$ cat src/rtl/bit_serial_pkg.sv
`default_nettype none
// ============================================================================
// Module      : bit_serial_pkg
// Description : Shared types for the bit-serial accumulator processor:
//               opcode and FSM state enums, opcode field width and opcode
//               classification helpers.
//               Optional feature macro: BIT_SERIAL_SUB_EN (enables SUB).
// Revision    : 1.0 - initial release
// ============================================================================
package bit_serial_pkg;

  localparam int OPW = 3;

  typedef enum logic [OPW-1:0] {
    OP_NOP = 3'b000,
    OP_LDS = 3'b001,
    OP_LDA = 3'b010,
    OP_STA = 3'b011,
    OP_ADD = 3'b100,
    OP_SUB = 3'b101,
    OP_CLR = 3'b110,
    OP_RSV = 3'b111
  } opcode_t;

  typedef enum logic [1:0] {
    ST_IDLE  = 2'd0,
    ST_SHIFT = 2'd1,
    ST_DONE  = 2'd2
  } state_t;

  // Opcodes that need WIDTH shift cycles; the rest finish in one cycle.
  function automatic logic op_is_serial(opcode_t op);
    case (op)
      OP_LDS, OP_LDA, OP_STA, OP_ADD: return 1'b1;
`ifdef BIT_SERIAL_SUB_EN
      OP_SUB: return 1'b1;
`endif
      default: return 1'b0;
    endcase
  endfunction

  // Opcodes that run through the ALU and update the carry/zero flags.
  function automatic logic op_is_arith(opcode_t op);
    case (op)
      OP_ADD: return 1'b1;
`ifdef BIT_SERIAL_SUB_EN
      OP_SUB: return 1'b1;
`endif
      default: return 1'b0;
    endcase
  endfunction

endpackage
`default_nettype wire

$ cat src/rtl/serial_alu.sv
`default_nettype none
// ============================================================================
// Module      : serial_alu
// Description : One-bit full adder with carry flop, first-cycle carry-in
//               select, optional b-inversion for subtraction and a serial
//               zero accumulator over the result bits.
//               Optional feature macro: BIT_SERIAL_SUB_EN (adds sub_i).
// Revision    : 1.0 - initial release
// ============================================================================
module serial_alu (
  input  logic clk_i,
  input  logic rst_i,
`ifdef BIT_SERIAL_SUB_EN
  input  logic sub_i,
`endif
  input  logic en_i,
  input  logic first_i,
  input  logic a_i,
  input  logic b_i,
  output logic sum_o,
  output logic carry_o,
  output logic zero_o
);

  logic w_b_eff;
  logic w_cin;
  logic w_cout;
  logic carry_q;
  logic zero_q;

  // Operand conditioning: subtraction is a + ~b + 1, so invert b and force
  // carry-in high on the first bit.
  always_comb begin
`ifdef BIT_SERIAL_SUB_EN
    w_b_eff = b_i ^ sub_i;
    w_cin   = first_i ? sub_i : carry_q;
`else
    w_b_eff = b_i;
    w_cin   = first_i ? 1'b0 : carry_q;
`endif
    sum_o  = a_i ^ w_b_eff ^ w_cin;
    w_cout = (a_i & w_b_eff) | (a_i & w_cin) | (w_b_eff & w_cin);
  end

  // Carry flop and zero accumulator advance once per shifted bit.
  always_ff @(posedge clk_i or posedge rst_i) begin
    if (rst_i) begin
      carry_q <= 1'b0;
      zero_q  <= 1'b0;
    end else if (en_i) begin
      carry_q <= w_cout;
      zero_q  <= (first_i ? 1'b1 : zero_q) & ~sum_o;
    end
  end

  assign carry_o = carry_q;
  assign zero_o  = zero_q;

endmodule
`default_nettype wire

$ cat src/rtl/bit_serial_core.sv
`default_nettype none
// ============================================================================
// Module      : bit_serial_core
// Description : Parametrised bit-serial accumulator processor. Executes one
//               instruction at a time over WIDTH shift cycles, LSB first,
//               with NREG general-purpose registers and carry/zero flags.
//               Optional feature macro: BIT_SERIAL_SUB_EN (SUB opcode).
// Revision    : 1.0 - initial release
// ============================================================================
module bit_serial_core
  import bit_serial_pkg::*;
#(
  parameter  int WIDTH = 8,
  parameter  int NREG  = 2,
  localparam int AW    = $clog2(NREG)
) (
  input  logic                  i_clk,
  input  logic                  i_rst,
  input  logic [OPW+AW-1:0]     i_instr,
  input  logic [WIDTH-1:0]      i_switch,
  input  logic                  i_start,
  output logic                  o_busy,
  output logic                  o_pcincr,
  output logic [WIDTH-1:0]      o_acc,
  output logic [NREG*WIDTH-1:0] o_regs,
  output logic                  o_carry,
  output logic                  o_zero
);

  localparam int            CW       = (WIDTH > 1) ? $clog2(WIDTH) : 1;
  localparam logic [CW-1:0] CNT_LAST = CW'(WIDTH - 1);

  state_t           state_q, state_d;
  logic [CW-1:0]    cnt_q, cnt_d;
  opcode_t          op_q, op_d;
  logic [AW-1:0]    ra_q, ra_d;
  logic [WIDTH-1:0] sw_q, sw_d;
  logic [WIDTH-1:0] acc_q, acc_d;
  logic [WIDTH-1:0] regs_q [NREG];
  logic [WIDTH-1:0] regs_d [NREG];
  logic             carry_q, carry_d;
  logic             zero_q, zero_d;

  opcode_t          w_in_op;
  logic             w_shift;
  logic             w_first;
  logic             w_src_bit;
  logic             w_alu_sum;
  logic             w_alu_carry;
  logic             w_alu_zero;

  assign w_in_op   = opcode_t'(i_instr[OPW+AW-1:AW]);
  assign w_shift   = (state_q == ST_SHIFT);
  assign w_first   = w_shift && (cnt_q == '0);
  assign w_src_bit = regs_q[ra_q][0];

  serial_alu u_alu (
    .clk_i   (i_clk),
    .rst_i   (i_rst),
`ifdef BIT_SERIAL_SUB_EN
    .sub_i   (op_q == OP_SUB),
`endif
    .en_i    (w_shift),
    .first_i (w_first),
    .a_i     (acc_q[0]),
    .b_i     (w_src_bit),
    .sum_o   (w_alu_sum),
    .carry_o (w_alu_carry),
    .zero_o  (w_alu_zero)
  );

  // FSM state, bit counter and instruction/switch latches.
  always_ff @(posedge i_clk or posedge i_rst) begin
    if (i_rst) begin
      state_q <= ST_IDLE;
      cnt_q   <= '0;
      op_q    <= OP_NOP;
      ra_q    <= '0;
      sw_q    <= '0;
    end else begin
      state_q <= state_d;
      cnt_q   <= cnt_d;
      op_q    <= op_d;
      ra_q    <= ra_d;
      sw_q    <= sw_d;
    end
  end

  // Next-state logic: accept a start in IDLE, count WIDTH shifts, one DONE.
  always_comb begin
    state_d = state_q;
    cnt_d   = cnt_q;
    op_d    = op_q;
    ra_d    = ra_q;
    sw_d    = sw_q;
    case (state_q)
      ST_IDLE: begin
        if (i_start) begin
          op_d    = w_in_op;
          ra_d    = i_instr[AW-1:0];
          sw_d    = i_switch;
          cnt_d   = '0;
          state_d = op_is_serial(w_in_op) ? ST_SHIFT : ST_DONE;
        end
      end
      ST_SHIFT: begin
        sw_d = {sw_q[0], sw_q[WIDTH-1:1]};
        if (cnt_q == CNT_LAST) begin
          cnt_d   = '0;
          state_d = ST_DONE;
        end else begin
          cnt_d = cnt_q + CW'(1);
        end
      end
      ST_DONE: begin
        state_d = ST_IDLE;
      end
      default: begin
        state_d = ST_IDLE;
      end
    endcase
  end

  // Architectural state: accumulator, register file and flags.
  always_ff @(posedge i_clk or posedge i_rst) begin
    if (i_rst) begin
      acc_q   <= '0;
      carry_q <= 1'b0;
      zero_q  <= 1'b0;
      for (int k = 0; k < NREG; k++) begin
        regs_q[k] <= '0;
      end
    end else begin
      acc_q   <= acc_d;
      carry_q <= carry_d;
      zero_q  <= zero_d;
      for (int k = 0; k < NREG; k++) begin
        regs_q[k] <= regs_d[k];
      end
    end
  end

  // Datapath: everything rotates right each shift; the destination takes
  // its new bit into the MSB so it holds the full result after WIDTH shifts.
  always_comb begin
    acc_d   = acc_q;
    carry_d = carry_q;
    zero_d  = zero_q;
    for (int k = 0; k < NREG; k++) begin
      regs_d[k] = regs_q[k];
    end
    case (state_q)
      ST_IDLE: begin
        if (i_start && (w_in_op == OP_CLR)) begin
          acc_d = '0;
        end
      end
      ST_SHIFT: begin
        acc_d = {acc_q[0], acc_q[WIDTH-1:1]};
        for (int k = 0; k < NREG; k++) begin
          regs_d[k] = {regs_q[k][0], regs_q[k][WIDTH-1:1]};
        end
        case (op_q)
          OP_LDS:         regs_d[ra_q][WIDTH-1] = sw_q[0];
          OP_STA:         regs_d[ra_q][WIDTH-1] = acc_q[0];
          OP_LDA:         acc_d[WIDTH-1]        = w_src_bit;
          OP_ADD, OP_SUB: acc_d[WIDTH-1]        = w_alu_sum;
          default:        ;
        endcase
      end
      ST_DONE: begin
        if (op_is_arith(op_q)) begin
          carry_d = w_alu_carry;
          zero_d  = w_alu_zero;
        end
      end
      default: ;
    endcase
  end

  for (genvar k = 0; k < NREG; k++) begin : g_flat
    assign o_regs[k*WIDTH +: WIDTH] = regs_q[k];
  end

  assign o_busy   = (state_q != ST_IDLE);
  assign o_pcincr = (state_q == ST_DONE);
  assign o_acc    = acc_q;
  assign o_carry  = carry_q;
  assign o_zero   = zero_q;

endmodule
`default_nettype wire
$ cat config.mk
export PLATFORM = sky130hd
export DESIGN_NAME = bit_serial_core
export DESIGN_NICKNAME = d
export VERILOG_FILES = /design/src/rtl/bit_serial_pkg.sv /design/src/rtl/serial_alu.sv /design/src/rtl/bit_serial_core.sv
export SDC_FILE = /design/constraint.sdc
export NUM_CORES = 1
export LEC_CHECK = 0
export BUFFER_PORTS_ARGS = -buffer_cell sky130_fd_sc_hd__buf_2
export CAP_MARGIN = 20
export CORE_ASPECT_RATIO = 0.6
export CORE_MARGIN = 5
export CORE_UTILIZATION = 40
export DETAILED_ROUTE_END_ITERATION = 12
export HOLD_SLACK_MARGIN = 0.15
export PLACE_DENSITY = 0.71
export SETUP_SLACK_MARGIN = 0.02
export SLEW_MARGIN = 20
export SYNTH_ARGS = -nofsm -noshare
export SYNTH_HDL_FRONTEND = slang
export SYNTH_SLANG_ARGS = --single-unit
$ cat constraint.sdc
create_clock -name i_clk -period 1.8 [get_ports i_clk]
set_input_delay 0.36 -clock i_clk [delete_from_list [all_inputs] [get_ports i_clk]]
set_output_delay 0.36 -clock i_clk [all_outputs]
set_load 0.05 [all_outputs]
== Yosys cells after proc, flatten, opt, wreduce, memory -nomap -nowiden ==
Cells that the tools add are included.
Operators by class
  $add $sub $neg: 1
  multiply operators: 0
  div/mod/pow operators: 0
  magnitude comparators: 2
  equality and inequality tests: 16
  shift operators: 0
  muxes and demuxes: 27
  bitwise operators: 10
  reductions and logical operators: 14
Operator list (count)
  16-bit bitwise mux: 2
  16-bit case mux with 2 select lines: 1
  8-bit case mux with 2 select lines: 2
  8-bit two-way mux: 3
  3-bit == test (second input constant): 5
  3-bit by 2-bit == test with 1-bit output (second input constant): 4
  1-bit two-way mux: 10
  2-bit AND reduction: 5
  8-bit demux with 1-bit select: 1
  3-bit by 1-bit == test with 1-bit output (second input constant): 2
  2-bit two-way mux: 3
  3-bit two-way mux: 2
  3-bit case mux with 2 select lines: 1
  1-bit AND: 4
  2-bit inequality test (second input constant): 2
  2-bit case mux with 2 select lines: 1
  2-bit nonzero test: 2
  4-bit OR reduction: 1
  3-bit by 1-bit adder with 3-bit output (second input constant): 1
  1-bit logical AND: 3
  3-bit logical NOT: 1
  2-bit by 1-bit == test with 1-bit output (second input constant): 1
  2-bit == test (second input constant): 1
  2-bit >= comparator (second input constant): 1
  9 further kinds: 11
Storage, ports and cells
  flip-flop bits (word level): 45
  bits in latches: 0
  bits in writable memories: 0
  memory bits (read-only): 0
  output and inout port bits: 28
  logic and storage cells: 82
  memories: 0

== Depth between registers and ports, before layout ==
Gate-level depths: netlist (run 1).
  depth after elaboration: 8
  gate-level depth with buffers: 8
  gate-level depth less buffers: 8

== Modules after synthesis ==
Synthesis (run 1) repeated with hierarchy kept, for this count alone.
Second synthesis, totals
  cells, all modules: 192
  area, all modules: 2035.7 um^2
By module, submodules not included
  bit_serial_core: instances 1, cells an instance 180, area an instance 1925.6 um^2, sequential area each 1076.0 um^2
  serial_alu: instances 1, cells an instance 12, area an instance 110.1 um^2, sequential area each 50.0 um^2

== Worst setup path after synthesis (run 1) ==
No wires, ideal clock.
  path kind: register -> register
  from: register cnt_q[0]
  to: register acc_q[7] (netlist: o_acc[7])
  library setup time: 129 ps
  data arrival time: 1863 ps
  data required time: 1671 ps
  setup slack: -192 ps
  stages on the path, launching flop included: 9
  buffers on the path: 0
  clock period less this slack: 1992 ps
  path through: dfrtp_1 > inv_1 > ha_1 > nor4bb_1 > nor2b_1 > fa_1 > and3b_1 > a221oi_1 > o2bb2ai_1
On the way
  word-level cells in the longest chain between the ends: 6
RTL lines
  from (decl): RTL line bit_serial_core.sv:34  | logic [CW-1:0] cnt_q, cnt_d;
  from (signal assigned): RTL line bit_serial_core.sv:82  | cnt_q <= cnt_d;
  3-bit logical NOT: RTL line bit_serial_core.sv:54  | assign w_first = w_shift && (cnt_q == '0);
  1-bit logical AND: RTL line bit_serial_core.sv:54
  1-bit two-way mux: RTL line serial_alu.sv:39  | w_cin = first_i ? 1'b0 : carry_q;
  1-bit XOR: RTL line serial_alu.sv:41  | sum_o = a_i ^ w_b_eff ^ w_cin;
  1-bit case mux with 2 select lines: RTL line bit_serial_core.sv:163  | case (op_q)
  8-bit case mux with 2 select lines: RTL line bit_serial_core.sv:152  | case (state_q)
  to (signal assigned): RTL line bit_serial_core.sv:127  | acc_q <= '0;
  to (signal assigned): RTL line bit_serial_core.sv:134  | acc_q <= acc_d;
  to (decl): RTL line bit_serial_core.sv:38  | logic [WIDTH-1:0] acc_q, acc_d;
Every way passes these cells.
A chain may end at the register's enable or synchronous reset.

== Final worst setup path (run 1) ==
  from: register cnt_q[1]
  to: register acc_q[7] (netlist: o_acc[7])
Same word-level chain as after synthesis.

==> impl_results.md, run 1 <==
- Run status: complete, but fails checks
- Failing checks: setup timing
- Maximum number of pins on one net before global-route repair: 46
- Top cells by area in the synthesized netlist: sky130_fd_sc_hd__dfrtp_1 56%, sky130_fd_sc_hd__nand2_1 12%, sky130_fd_sc_hd__mux2i_1 4.9%, sky130_fd_sc_hd__mux2_2 3.3%, sky130_fd_sc_hd__a22o_1 3.0%
- Antenna Nets Post-Route: 0
- Number of nets in the layout: 268
- Top flip-flop cell by instance count after synthesis: sky130_fd_sc_hd__dfrtp_1
- Period utilization: 1.094
- Unrepaired setup endpoints after global routing: true
- GRT overflow: 0
- Worst Skew: 10.45 ps
- PortBufs: 42
- Xor and xnor area share after synthesis: 0
- Sequential fraction of the synthesis area: 0.5566
- Detailed-placement wirelength estimate: 3089 microns
- Min Clock Period, post-route: 1970 ps
- Setup Viol. Count Final: 2
- Endpoint of the most critical register-to-register path: o_acc[7]
- Sequential group share of total power: 0.346
- Power consumption: 0.005011 W
- Syn Area/Cell: 10.59 sq um
- First-pass GRT wire length: 7286 microns
- Pre-Repair DR Iteration Count: 4
- Total nets after synthesis: 210
- Maximum root-to-sink buffer count: 2
- Vertical die dimension: 65.09 microns
- Max stage delay on crit path: 490 ps
- Via Count: 1519
- Warning count from the yosys run: 0
- TritonCTS sink count: 45
- Part of the power in the clock network: 0.131
- Max FO, Critical Path: 2
- Number of endpoints with negative hold slack in the final report: 0
- Final instance count without filler cells: 316
- Startpoint Class: flip-flop
- Capture point of the worst path: o_acc[7]
- Kind of end point of the critical path: flip-flop
- DP Cell Count: 302
- Max Clock Freq: 507.7 MHz
- Logic gate share of total power: 0.523
- Clock-pin slew reported for the worst setup and hold paths after clock tree synthesis: 80 ps
- Cell at the slowest stage of the critical path: sky130_fd_sc_hd__fa_1
- Adder and majority gate portion of the synthesized area: 0.02845
- Hold/Removal Path Class: in -> reg
- Setup CP Type: reg -> reg
- Number of top-level pins: 43
- Overall global routing resource usage: 0.1438
- Synth Cell Area: 0.002023 sq mm
- Normalized max-slew margin: 0.5622
- Synth cell types: 36
- Synth top area share: 0.5566
- Multiplexer fraction of the synthesized cell area: 0.08287
- Combinational family with the most area after synthesis: simple AND/OR/NAND/NOR gates
- Fill cell instance count of the final layout: 464
- Pwr dens: 1960 mW/mm^2
- Count of state elements after synthesis: 45
- Max-cap viol count: 0
- DRC violations left: 0
- Max-slew violation count: 0
- Cells along the critical path: inv_2, ha_4, nor4bb_4, nor2b_2, fa_1, and3b_1, a221oi_2, o2bb2ai_1
- Slew at the pin closest to its max-slew limit: 655.3 ps
- Cell type with the highest aggregate area in the netlist: sky130_fd_sc_hd__dfrtp_1
- Leakage power total: 1.337 nW
- Total CTS buffers: 5
- Critical path data required time: 1980 ps
- Average detailed-routed wire length per instance: 13.63 microns
- Initial cell density of the core: 0.4063
- Synth async-reset ratio: 1.000
- Vias per cell: 4.807
- CTS tree: done
- Post-synth EDFFs: 0
- Arrival time reported for the critical path endpoint: 2150 ps
- Simple-gate area share of the yosys netlist: 0.1824
- RePlAce Congestion: 0.7794
- Least setup slack across all paths after layout: -169.6 ps
- Violation count after the first detailed-routing iteration: 85
- Cell count after synthesis: 191
- Placement Cell Area: 0.002391 sq mm
- Number of cells on the worst reg-to-reg path: 8
- Cell with the most instances after synthesis: sky130_fd_sc_hd__nand2_1
- Fraction of final layout cells with drive strength greater than 1: 0.3560
- R2R setup slack: -170 ps
- P&R area growth vs syn: 26.35%
- Detailed-route wire length: 4306 microns
- Net switching component of the power: 0.002378 W
- Internal Power: 0.002632 W
- Number of core rows: 20
- Antenna fix cells: 0
- Share of the synthesized area in compound gates (AO/OA/AOI/OAI): 0.1082
- Cell at the root of the clock tree: sky130_fd_sc_hd__clkbuf_8
- Via count of the first global-routing pass: 1494
- Total negative slack for setup checks: -210.4 ps
- Top cells by instance count after synthesis: 62 x sky130_fd_sc_hd__nand2_1, 45 x sky130_fd_sc_hd__dfrtp_1, 10 x sky130_fd_sc_hd__mux2i_1, 10 x sky130_fd_sc_hd__o21ai_0, 7 x sky130_fd_sc_hd__a22o_1
- CP Launch Point: cnt_q[1]
- Final Cell Area: 0.002556 sq mm
- Share of total power consumed by net switching: 0.4746
- Die Outline Area: 0.006627 sq mm
- Clock insertion delay at the later pin of the skew report: 300 ps
- Maximum ir drop on the vdd rail: 1.284 mV
- R2R Path Start: cnt_q[1]
- Antenna violations before repair: 0
- Core area: 0.004980 sq mm
- Die width: 101.8 microns
- Max H-tree Level: 2
## how the worst min path moves through the flow
| stage | start | endpoint | slack (ps) | cells past startpoint |
|---|---|---|---|---|
| CTS | i_instr[0] | ra_q | 310 | 2 |
| global placement | i_rst | o_regs[5] | 410 | 3 |
| floorplan | sw_q[2] | sw_q[1] | 450 | 2 |
| detailed placement | i_rst | o_regs[4] | 410 | 3 |
| global route | i_instr[0] | ra_q | 300 | 2 |
| finish | i_instr[0] | ra_q | 310 | 2 |
## layout make-up
type | count | area, sq um | share of cell area
multi-input cells | 130 | 855.8 | 0.3348
clock inverters | 2 | 13.76 | 0.005384
well taps | 66 | 82.58 | 0.03231
repair buffers | 61 | 370.4 | 0.1449
inverters | 6 | 22.52 | 0.008811
flip-flops and latches | 45 | 1129 | 0.4415
clock buffers | 6 | 82.58 | 0.03231
## power groups by stage
stage	clock [W]	sequential, W	combinational, W
final	0.000657	0.00173	0.00262
after global routing	0.000716	0.00179	0.00286
after CTS	0.000677	0.00173	0.00257
after detailed placement	0	0.00175	0.00250
after global placement	0	0.00174	0.00246
after floorplan	0	0.00242	0.00117
## stage by stage
step | hold WS (ps) | worst slack, ps | utilization
detailed placement | 412.4 | -208.4 | 0.4802
floorplan | 449.2 | -56.42 | -
finish | 311.0 | -169.6 | 0.5133
CTS | 306.1 | -146.5 | 0.5070
global route | 304.9 | -247.0 | 0.5133
global placement | 409.1 | -102.3 | 0.4802
## logic make-up after synthesis
logic type                 count (synthesis)
and+or+nand+nor                           78
DFF                                       45
AOI/OAI and AO/OA                         32
buffers and inverters                     16
muxes                                     16
adders and majority gates                  4
## layer usage
layer / up-vias / track usage / routed length (microns) / part of all wire
li1: 761 / - / - / -
met1: 710 / 0.2117 / 2239 / 0.52
met2: 43 / 0.1930 / 1717 / 0.40
met3: 5 / 0.04984 / 308 / 0.072
met4: 0 / 0.05401 / 39 / 0.0091
met5: - / 0 / 0 / 0
## state kept, by name, indices dropped and copies added (netlist names)
signal / count
cnt_q: 3
o_acc: 8
o_carry: 1
o_regs: 16
o_zero: 1
op_q: 3
ra_q: 1
state_q: 2
sw_q: 8
u_alu.carry_o: 1
u_alu.zero_o: 1
## worst max-delay path, delay by kind of cell (launching register included)
kind	cells	cell delay, ps
adder cells (fa/ha/maj)	2	610
AO/OA/AOI/OAI	2	250
AND/OR/NAND/NOR	3	490
buffers and inverters	1	90
flip-flops	1	400
## cell usage in the layout (no fill, tap or decap), types with 6 or more instances in the layout
cell type	netlist	layout
sky130_fd_sc_hd__nand2_1	62	62
sky130_fd_sc_hd__dfrtp_1	45	43
sky130_fd_sc_hd__buf_2	4	41
sky130_fd_sc_hd__buf_4	1	17
sky130_fd_sc_hd__mux2i_1	10	10
sky130_fd_sc_hd__o21ai_0	10	10
sky130_fd_sc_hd__a22o_1	7	7
sky130_fd_sc_hd__mux2_2	6	6
sky130_fd_sc_hd__clkbuf_8	0	6
## what timing repair did
action | 4_1_cts | 5_1_grt
hold buffers | 1 | 0
setup buffers | 2 | 3
pin swaps | 3 | 3
gates resized for setup | 4 | 3
setup endpoints to repair | 1 | 2
hold endpoints to repair | 45 | 0
(Power assumes the default switching activity.)
==> inputs of run 2 (changes only) <==
--- a/config.mk
+++ b/config.mk
@@ -9,10 +9,10 @@
 export CAP_MARGIN = 20
 export CORE_ASPECT_RATIO = 0.6
 export CORE_MARGIN = 5
-export CORE_UTILIZATION = 40
+export CORE_UTILIZATION = 48
 export DETAILED_ROUTE_END_ITERATION = 12
 export HOLD_SLACK_MARGIN = 0.15
-export PLACE_DENSITY = 0.71
+export PLACE_DENSITY = 0.81
 export SETUP_SLACK_MARGIN = 0.02
 export SLEW_MARGIN = 20
 export SYNTH_ARGS = -nofsm -noshare
==> run 2 against run 1 <==
  * The flow still finishes with violations (setup timing)
  * Cell count decreased by 3.2%
  * Sequential cell count did not move
  * Clock-buffer cell count increased by 1
  * Sequential share of layout area grew 0.28 points
  * Power increased by 2.2%
  * Via count rose by 1.3%
  * Clock skew decreased by 2.5 ps
  * Clock power up 19%
  * Non-clock buffer count is 4 lower
  * Worst hold slack got worse by 130 ps
  * Register-to-register slack improved by 40 ps
  * Die area fell by 15%
  * Critical path type unchanged
  * Critical endpoint unchanged
==> impl_results.md, run 2 (same netlist as run 1, synthesis figures left out) <==
- Antenna Nets Post-Route: 0 (unchanged)
- Max-slew violation count: 0 (unchanged)
- Setup Viol. Count Final: 1 (-1)
- R2R Path Start: cnt_q[1]
- Max Clock Freq: 518.6 MHz (+2.1%)
- Slew at the pin closest to its max-slew limit: 558.7 ps (-96.57 ps)
- DRC violations left: 0 (unchanged)
- Leading cell types in the layout, fill and taps excluded: 62 x sky130_fd_sc_hd__nand2_1, 43 x sky130_fd_sc_hd__dfrtp_1, 42 x sky130_fd_sc_hd__buf_2, 13 x sky130_fd_sc_hd__buf_4
- Core occupancy in the finished layout: 0.6197 (+0.1063)
- Total CTS buffers: 5 (unchanged)
- Max-cap viol count: 0 (unchanged)
- Final Cell Area: 0.002540 sq mm (-0.64%)
- Cell at the slowest stage of the critical path: sky130_fd_sc_hd__fa_1
- Run status: complete, but fails checks
- DP Cell Count: 295 (-2.3%)
- Worst Skew: 7.939 ps (-2.515 ps)
- Cell at the root of the clock tree: sky130_fd_sc_hd__clkbuf_8
- Normalized max-slew margin: 0.6275 (+0.06528)
- Vias per cell: 5.026 (+4.6%)
- Final instance count without filler cells: 306 (-3.2%)
- Worst hold slack after final layout: 178.6 ps (-132.4 ps)
- Antenna violations before repair: 0 (unchanged)
- Number of nets in the layout: 264 (-1.5%)
- Pre-Repair DR Iteration Count: 4 (unchanged)
- Hold/Removal Path Class: in -> async
- Violation count after the first detailed-routing iteration: 85 (unchanged)
- Maximum root-to-sink buffer count: 2 (unchanged)
- Stages on worst setup path: 8 (unchanged)
- Min Clock Period, post-route: 1928 ps (-41.42 ps)
- Core area: 0.004099 sq mm (-18%)
- Detailed-placement wirelength estimate: 3085 microns (-0.15%)
- First-pass GRT wire length: 7569 microns (+3.9%)
- Die width: 93.82 microns (-7.9%)
- TritonCTS sink count: 45 (unchanged)
- Hold-fix buffers, CTS: 0 (-1)
- Placement Cell Area: 0.002389 sq mm (-0.10%)
- Max FO, Critical Path: 2 (unchanged)
- Critical path data required time: 1980 ps (about the same)
- CTS tree: done
- Clock-pin slew reported for the worst setup and hold paths after clock tree synthesis: 90 ps (about the same)
- Failing checks: setup timing
- Fraction of final layout cells with drive strength greater than 1: 0.3333 (-0.02267)
- Unrepaired setup endpoints after global routing: true
- Setup CP Type: reg -> reg
- PortBufs: 42 (unchanged)
- Startpoint Class: flip-flop
- Via count of the first global-routing pass: 1590 (+6.4%)
- Cells along the critical path: inv_2, ha_4, nor4bb_4, nor2b_1, fa_1, and3b_1, a221oi_2, o2bb2ai_1
- Detailed-route wire length: 4299 microns (-0.16%)
- Overall global routing resource usage: 0.1742 (+0.03038)
- Initial cell density of the core: 0.4936 (+0.08731)
- Endpoint of the most critical register-to-register path: o_acc[7]
- RePlAce Congestion: 0.8334 (+6.9%)
- Average detailed-routed wire length per instance: 14.05 microns (+3.1%)
- Maximum number of pins on one net before global-route repair: 46 (unchanged)
- Pwr dens: 2017 mW/mm^2 (+2.9%)
- Number of endpoints with negative hold slack in the final report: 0 (unchanged)
- R2R setup slack: -130 ps (+40 ps)
- Number of cells on the worst reg-to-reg path: 8 (unchanged)
- Most frequent standard cell in the layout excluding fill and tap cells: sky130_fd_sc_hd__nand2_1
- Least setup slack across all paths after layout: -128.2 ps (+41.42 ps)
- GRT overflow: 0 (unchanged)
- Via Count: 1538 (+1.3%)
- WP buf/inv: 1 (unchanged)
- Leakage power total: 1.325 nW (-0.90%)
- P&R area growth vs syn: 25.54%
- Period utilization: 1.071 (-0.02301)
- Die Outline Area: 0.005656 sq mm (-15%)
- Vertical die dimension: 60.29 microns (-7.4%)
- Maximum ir drop on the vdd rail: 1.104 mV (-14%)
- Largest register FFs: 16 (unchanged)
- Kind of end point of the critical path: flip-flop
- Max stage delay on crit path: 460 ps (-30 ps)
- Dominant delay contributor by cell family on the critical path: adder cells
- Antenna fix cells: 0 (unchanged)
- Arrival time reported for the critical path endpoint: 2100 ps (-50 ps)
- Number of top-level pins: 43 (unchanged)
- Max H-tree Level: 2 (unchanged)
- Number of core rows: 18 (-10%)
- Clock insertion delay at the later pin of the skew report: 300 ps (about the same)
run 2: through the flow:
stage	TNS [ps]	total power, W	setup WS [ps]
2_1_floorplan	-56.42	0.003592	-56.42
3_3_place_gp	-74.10	0.004209	-74.10
3_5_place_dp	-167.6	0.004296	-167.6
4_1_cts	-139.5	0.005153	-139.5
5_1_grt	-277.6	0.005468	-277.6
6_report	-128.2	0.005123	-128.2
run 2: final cells by class:
| type | instances | area, sq um |
|---|---|---|
| Multi-Input combinational cell | 130 | 849.6 |
| Fill cell | 353 | 1559 |
| Clock inverter | 1 | 30.03 |
| Tap cell | 60 | 75.07 |
| Inverter | 6 | 22.52 |
| Timing Repair Buffer | 57 | 347.8 |
| Sequential cell | 45 | 1129 |
| Clock buffer | 7 | 86.33 |
run 2: worst max path at each step:
| stage | start | to | slack, ps |
|---|---|---|---|
| floorplan | cnt_q[0] | o_acc[7] | -60 |
| detailed placement | cnt_q[1] | o_acc[7] | -170 |
| CTS | cnt_q[1] | o_acc[7] | -140 |
| finish | cnt_q[1] | o_acc[7] | -130 |
| global route | cnt_q[1] | o_acc[7] | -280 |
| global placement | cnt_q[1] | o_acc[7] | -70 |
run 2: worst reg2reg max path, delay by kind of cell (launching register included):
family | cells | cell delay (ps)
flops | 1 | 400
buf+inv | 1 | 90
compound gates | 2 | 280
simple gates | 3 | 480
fa+ha+maj | 2 | 580
run 2: repair_timing:
item | in CTS | in global routing
gates resized for setup | 4 | 0
endpoints found under the setup margin | 1 | 1
endpoints found under the hold margin | 0 | 0
buffers inserted | 2 | 1
pin swaps | 3 | 0
run 2: per-layer routing:
layer / track usage / vias to the layer above / wire length, microns
li1: - / 751 / -
met1: 0.2442 / 756 / 2077
met2: 0.2593 / 26 / 1944
met3: 0.05660 / 5 / 246
met4: 0.05144 / 0 / 31
met5: 0 / - / 0
run 2: power breakdown:
group / leakage, nW / switching [W] / internal (W)
Combinational: 0.679 / 0.00170 / 0.000889
Sequential: 0.588 / 0.000333 / 0.00141
Clock: 0.0585 / 0.000332 / 0.000453
==> inputs of run 3 (changes only) <==
--- a/config.mk
+++ b/config.mk
@@ -9,10 +9,10 @@
 export CAP_MARGIN = 20
 export CORE_ASPECT_RATIO = 0.6
 export CORE_MARGIN = 5
-export CORE_UTILIZATION = 48
+export CORE_UTILIZATION = 53
 export DETAILED_ROUTE_END_ITERATION = 12
 export HOLD_SLACK_MARGIN = 0.15
-export PLACE_DENSITY = 0.81
+export PLACE_DENSITY = 0.85
 export SETUP_SLACK_MARGIN = 0.02
 export SLEW_MARGIN = 20
 export SYNTH_ARGS = -nofsm -noshare
==> constraint.sdc (replaced) <==
create_clock -name i_clk -period 1.85 [get_ports i_clk]
set_input_delay 0.37 -clock i_clk [delete_from_list [all_inputs] [get_ports i_clk]]
set_output_delay 0.37 -clock i_clk [all_outputs]
set_load 0.05 [all_outputs]
==> run 3 against run 2 <==
  * The flow still finishes with violations (setup timing)
  * Die area shrank 8.2%
  * Clock skew shrank 1.9 ps
  * Global-route usage grew 0.49 points
  * Non-clock buffer count grew 1
  * Via count grew 1.6%
  * Sequential share of layout area grew 0.69 points
  * Sequential cell count is the same
  * Largest cell class unchanged
  * Largest power group unchanged
  * Highest routed layer unchanged
==> impl_results.md, run 3 (same netlist as run 1, synthesis figures left out) <==
- Slew at the pin closest to its max-slew limit: 649.1 ps (+90.40 ps)
- Total negative slack for setup checks: -105.0 ps (+23.17 ps)
- Number of nets in the layout: 265 (+0.38%)
- Leading cell types in the layout, fill and taps excluded: 62 x sky130_fd_sc_hd__nand2_1, 43 x sky130_fd_sc_hd__dfrtp_1, 42 x sky130_fd_sc_hd__buf_2, 14 x sky130_fd_sc_hd__buf_4
- Met3 demand-to-capacity share in global routing: 0.05447 (-0.002129)
- Failing checks: setup timing
- Max FO, Critical Path: 2 (unchanged)
- Average detailed-routed wire length per instance: 14.72 microns (+4.8%)
- Violation count after the first detailed-routing iteration: 106 (+25%)
- Overall global routing resource usage: 0.1790 (+0.004897)
- Worst Skew: 6.055 ps (-1.884 ps)
- Initial cell density of the core: 0.5498 (+0.05622)
- Met2 Resource Use GR: 0.2792 (+0.01983)
- Dominant delay contributor by cell family on the critical path: adder cells
- Number of core rows: 17 (-1)
- Hold/Removal Path Class: in -> reg
- Via Count: 1562 (+1.6%)
- PortBufs: 42 (unchanged)
- RePlAce Congestion: 0.7552 (-9.4%)
- Vias per cell: 5.313 (+5.7%)
- Setup CP Type: reg -> reg
- Most Crowded Layer GR: met2
- Met1 Use GR: 0.2413 (-0.002873)
- Run status: complete, but fails checks
- Largest register FFs: 16 (unchanged)
- Endpoint, Worst Hold: op_q[1]
- Antenna Nets Post-Route: 0 (unchanged)
- Antenna fix cells: 0 (unchanged)
- Number of cells on the worst reg-to-reg path: 8 (unchanged)
- Max-cap viol count: 0 (unchanged)
- Clock insertion delay at the later pin of the skew report: 300 ps (about the same)
- Vertical die dimension: 57.86 microns (-4.0%)
- CTS tree: done
- TritonCTS sink count: 45 (unchanged)
- Period utilization: 1.057 (-0.01445)
- WP buf/inv: 1 (unchanged)
- Maximum ir drop on the vdd rail: 1.165 mV (+5.5%)
- P&R area growth vs syn: 23.62%
- Cell at the slowest stage of the critical path: sky130_fd_sc_hd__fa_1
- Setup Viol. Count Final: 1 (unchanged)
- Maximum number of pins on one net before global-route repair: 46 (unchanged)
- R2R Path Start: cnt_q[1]
- Worst hold slack after final layout: 316.9 ps (+138.4 ps)
- Number of endpoints with negative hold slack in the final report: 0 (unchanged)
- First-pass GRT wire length: 7521 microns (-0.63%)
- Leakage power total: 1.319 nW (-0.51%)
- Unrepaired setup endpoints after global routing: true
- Number of top-level pins: 43 (unchanged)
- Least setup slack across all paths after layout: -105.0 ps (+23.17 ps)
- Clock-pin slew reported for the worst setup and hold paths after clock tree synthesis: 80 ps (about the same)
- Endpoint of the most critical register-to-register path: o_acc[7]
- Detailed-placement wirelength estimate: 3060 microns (-0.81%)
- Core area: 0.003680 sq mm (-10%)
- Kind of end point of the critical path: flip-flop
- Antenna violations before repair: 0 (unchanged)
- Number of cells on the worst hold path: 3
- Arrival time reported for the critical path endpoint: 2140 ps (+40 ps)
- Die Outline Area: 0.005194 sq mm (-8.2%)
- Max stage delay on crit path: 460 ps (about the same)
- Critical path data required time: 2030 ps (+50 ps)
- Maximum root-to-sink buffer count: 2 (unchanged)
- Min Clock Period, post-route: 1955 ps (+26.83 ps)
- Startpoint Class: flip-flop
- Cell at the root of the clock tree: sky130_fd_sc_hd__clkbuf_8
- DRC violations left: 0 (unchanged)
- Max H-tree Level: 2 (unchanged)
- GRT overflow: 0 (unchanged)
- Detailed-route wire length: 4327 microns (+0.65%)
- Max-slew violation count: 0 (unchanged)
- Pre-Repair DR Iteration Count: 4 (unchanged)
- Total CTS buffers: 5 (unchanged)
- Hold path startpoint: i_instr[2]
- Most frequent standard cell in the layout excluding fill and tap cells: sky130_fd_sc_hd__nand2_1
- Die width: 89.77 microns (-4.3%)
- Pwr dens: 1924 mW/mm^2 (-4.6%)
- Fraction of final layout cells with drive strength greater than 1: 0.3360 (+0.002699)
- R2R setup slack: -110 ps (+20 ps)
- Via count of the first global-routing pass: 1603 (+0.82%)
- Normalized max-slew margin: 0.5673 (-0.06027)
- Cells along the critical path: inv_2, ha_4, nor4bb_4, nor2b_1, fa_1, and3b_1, a221oi_2, o2bb2ai_1
- Max Clock Freq: 511.5 MHz (-1.4%)
- Minimum setup slack after placement: -175.0 ps (-7.396 ps)
-- run 3: stage by stage --
step                cells  total power, W  utilization  instance area, sq um
global placement      282        0.004036       0.6413                  2360
global route          294        0.005152       0.6797                  2501
floorplan             191        0.003495            -                  2047
detailed placement    282        0.004129       0.6413                  2360
finish                294        0.004813       0.6797                  2501
CTS                   293        0.004823       0.6777                  2494
-- run 3: how the worst max path moves through the flow --
stage / from / end / slack (ps) / cells past startpoint
final: cnt_q[1] / o_acc[7] / -110 / 8
after global routing: cnt_q[1] / o_acc[7] / -230 / 8
after CTS: cnt_q[1] / o_acc[7] / -120 / 8
after detailed placement: cnt_q[1] / o_acc[7] / -180 / 8
after global placement: cnt_q[1] / o_acc[7] / -20 / 8
after floorplan: cnt_q[0] / o_acc[7] / -6 / 8
-- run 3: repair_timing --
item,CTS,global route
resized for setup,4,0
buffers inserted,2,1
gates cloned,0,0
endpoints found under the hold margin,45,0
setup endpoints to repair,1,1
hold buffers,1,0
pin swaps,2,1
-- run 3: report_power, final --
part           switching, W  internal, W  total [W]
combinational       0.00165     0.000829    0.00248
sequential         0.000325      0.00138    0.00170
clock              0.000331     0.000303   0.000633
-- run 3: worst min-delay path, cell delays in order --
cell	delay [ps]
sky130_fd_sc_hd__buf_2	110
sky130_fd_sc_hd__nand2_1	40
sky130_fd_sc_hd__o21ai_0	60
-- run 3: area by class of cell --
class | instances | area, sq um
clock buffers | 6 | 82.58
clock inverters | 2 | 13.76
fillers | 288 | 1179
inverters | 6 | 22.52
multi-input cells | 130 | 849.6
flip-flops and latches | 45 | 1129
well taps | 47 | 58.81
repair buffers | 58 | 345.3
-- run 3: metal layers --
metal	part of all wire	routed length (microns)	up-vias
li1	-	-	757
met1	0.47	2049	740
met2	0.44	1894	56
met3	0.074	322	9
met4	0.014	61	0
met5	0	0	-
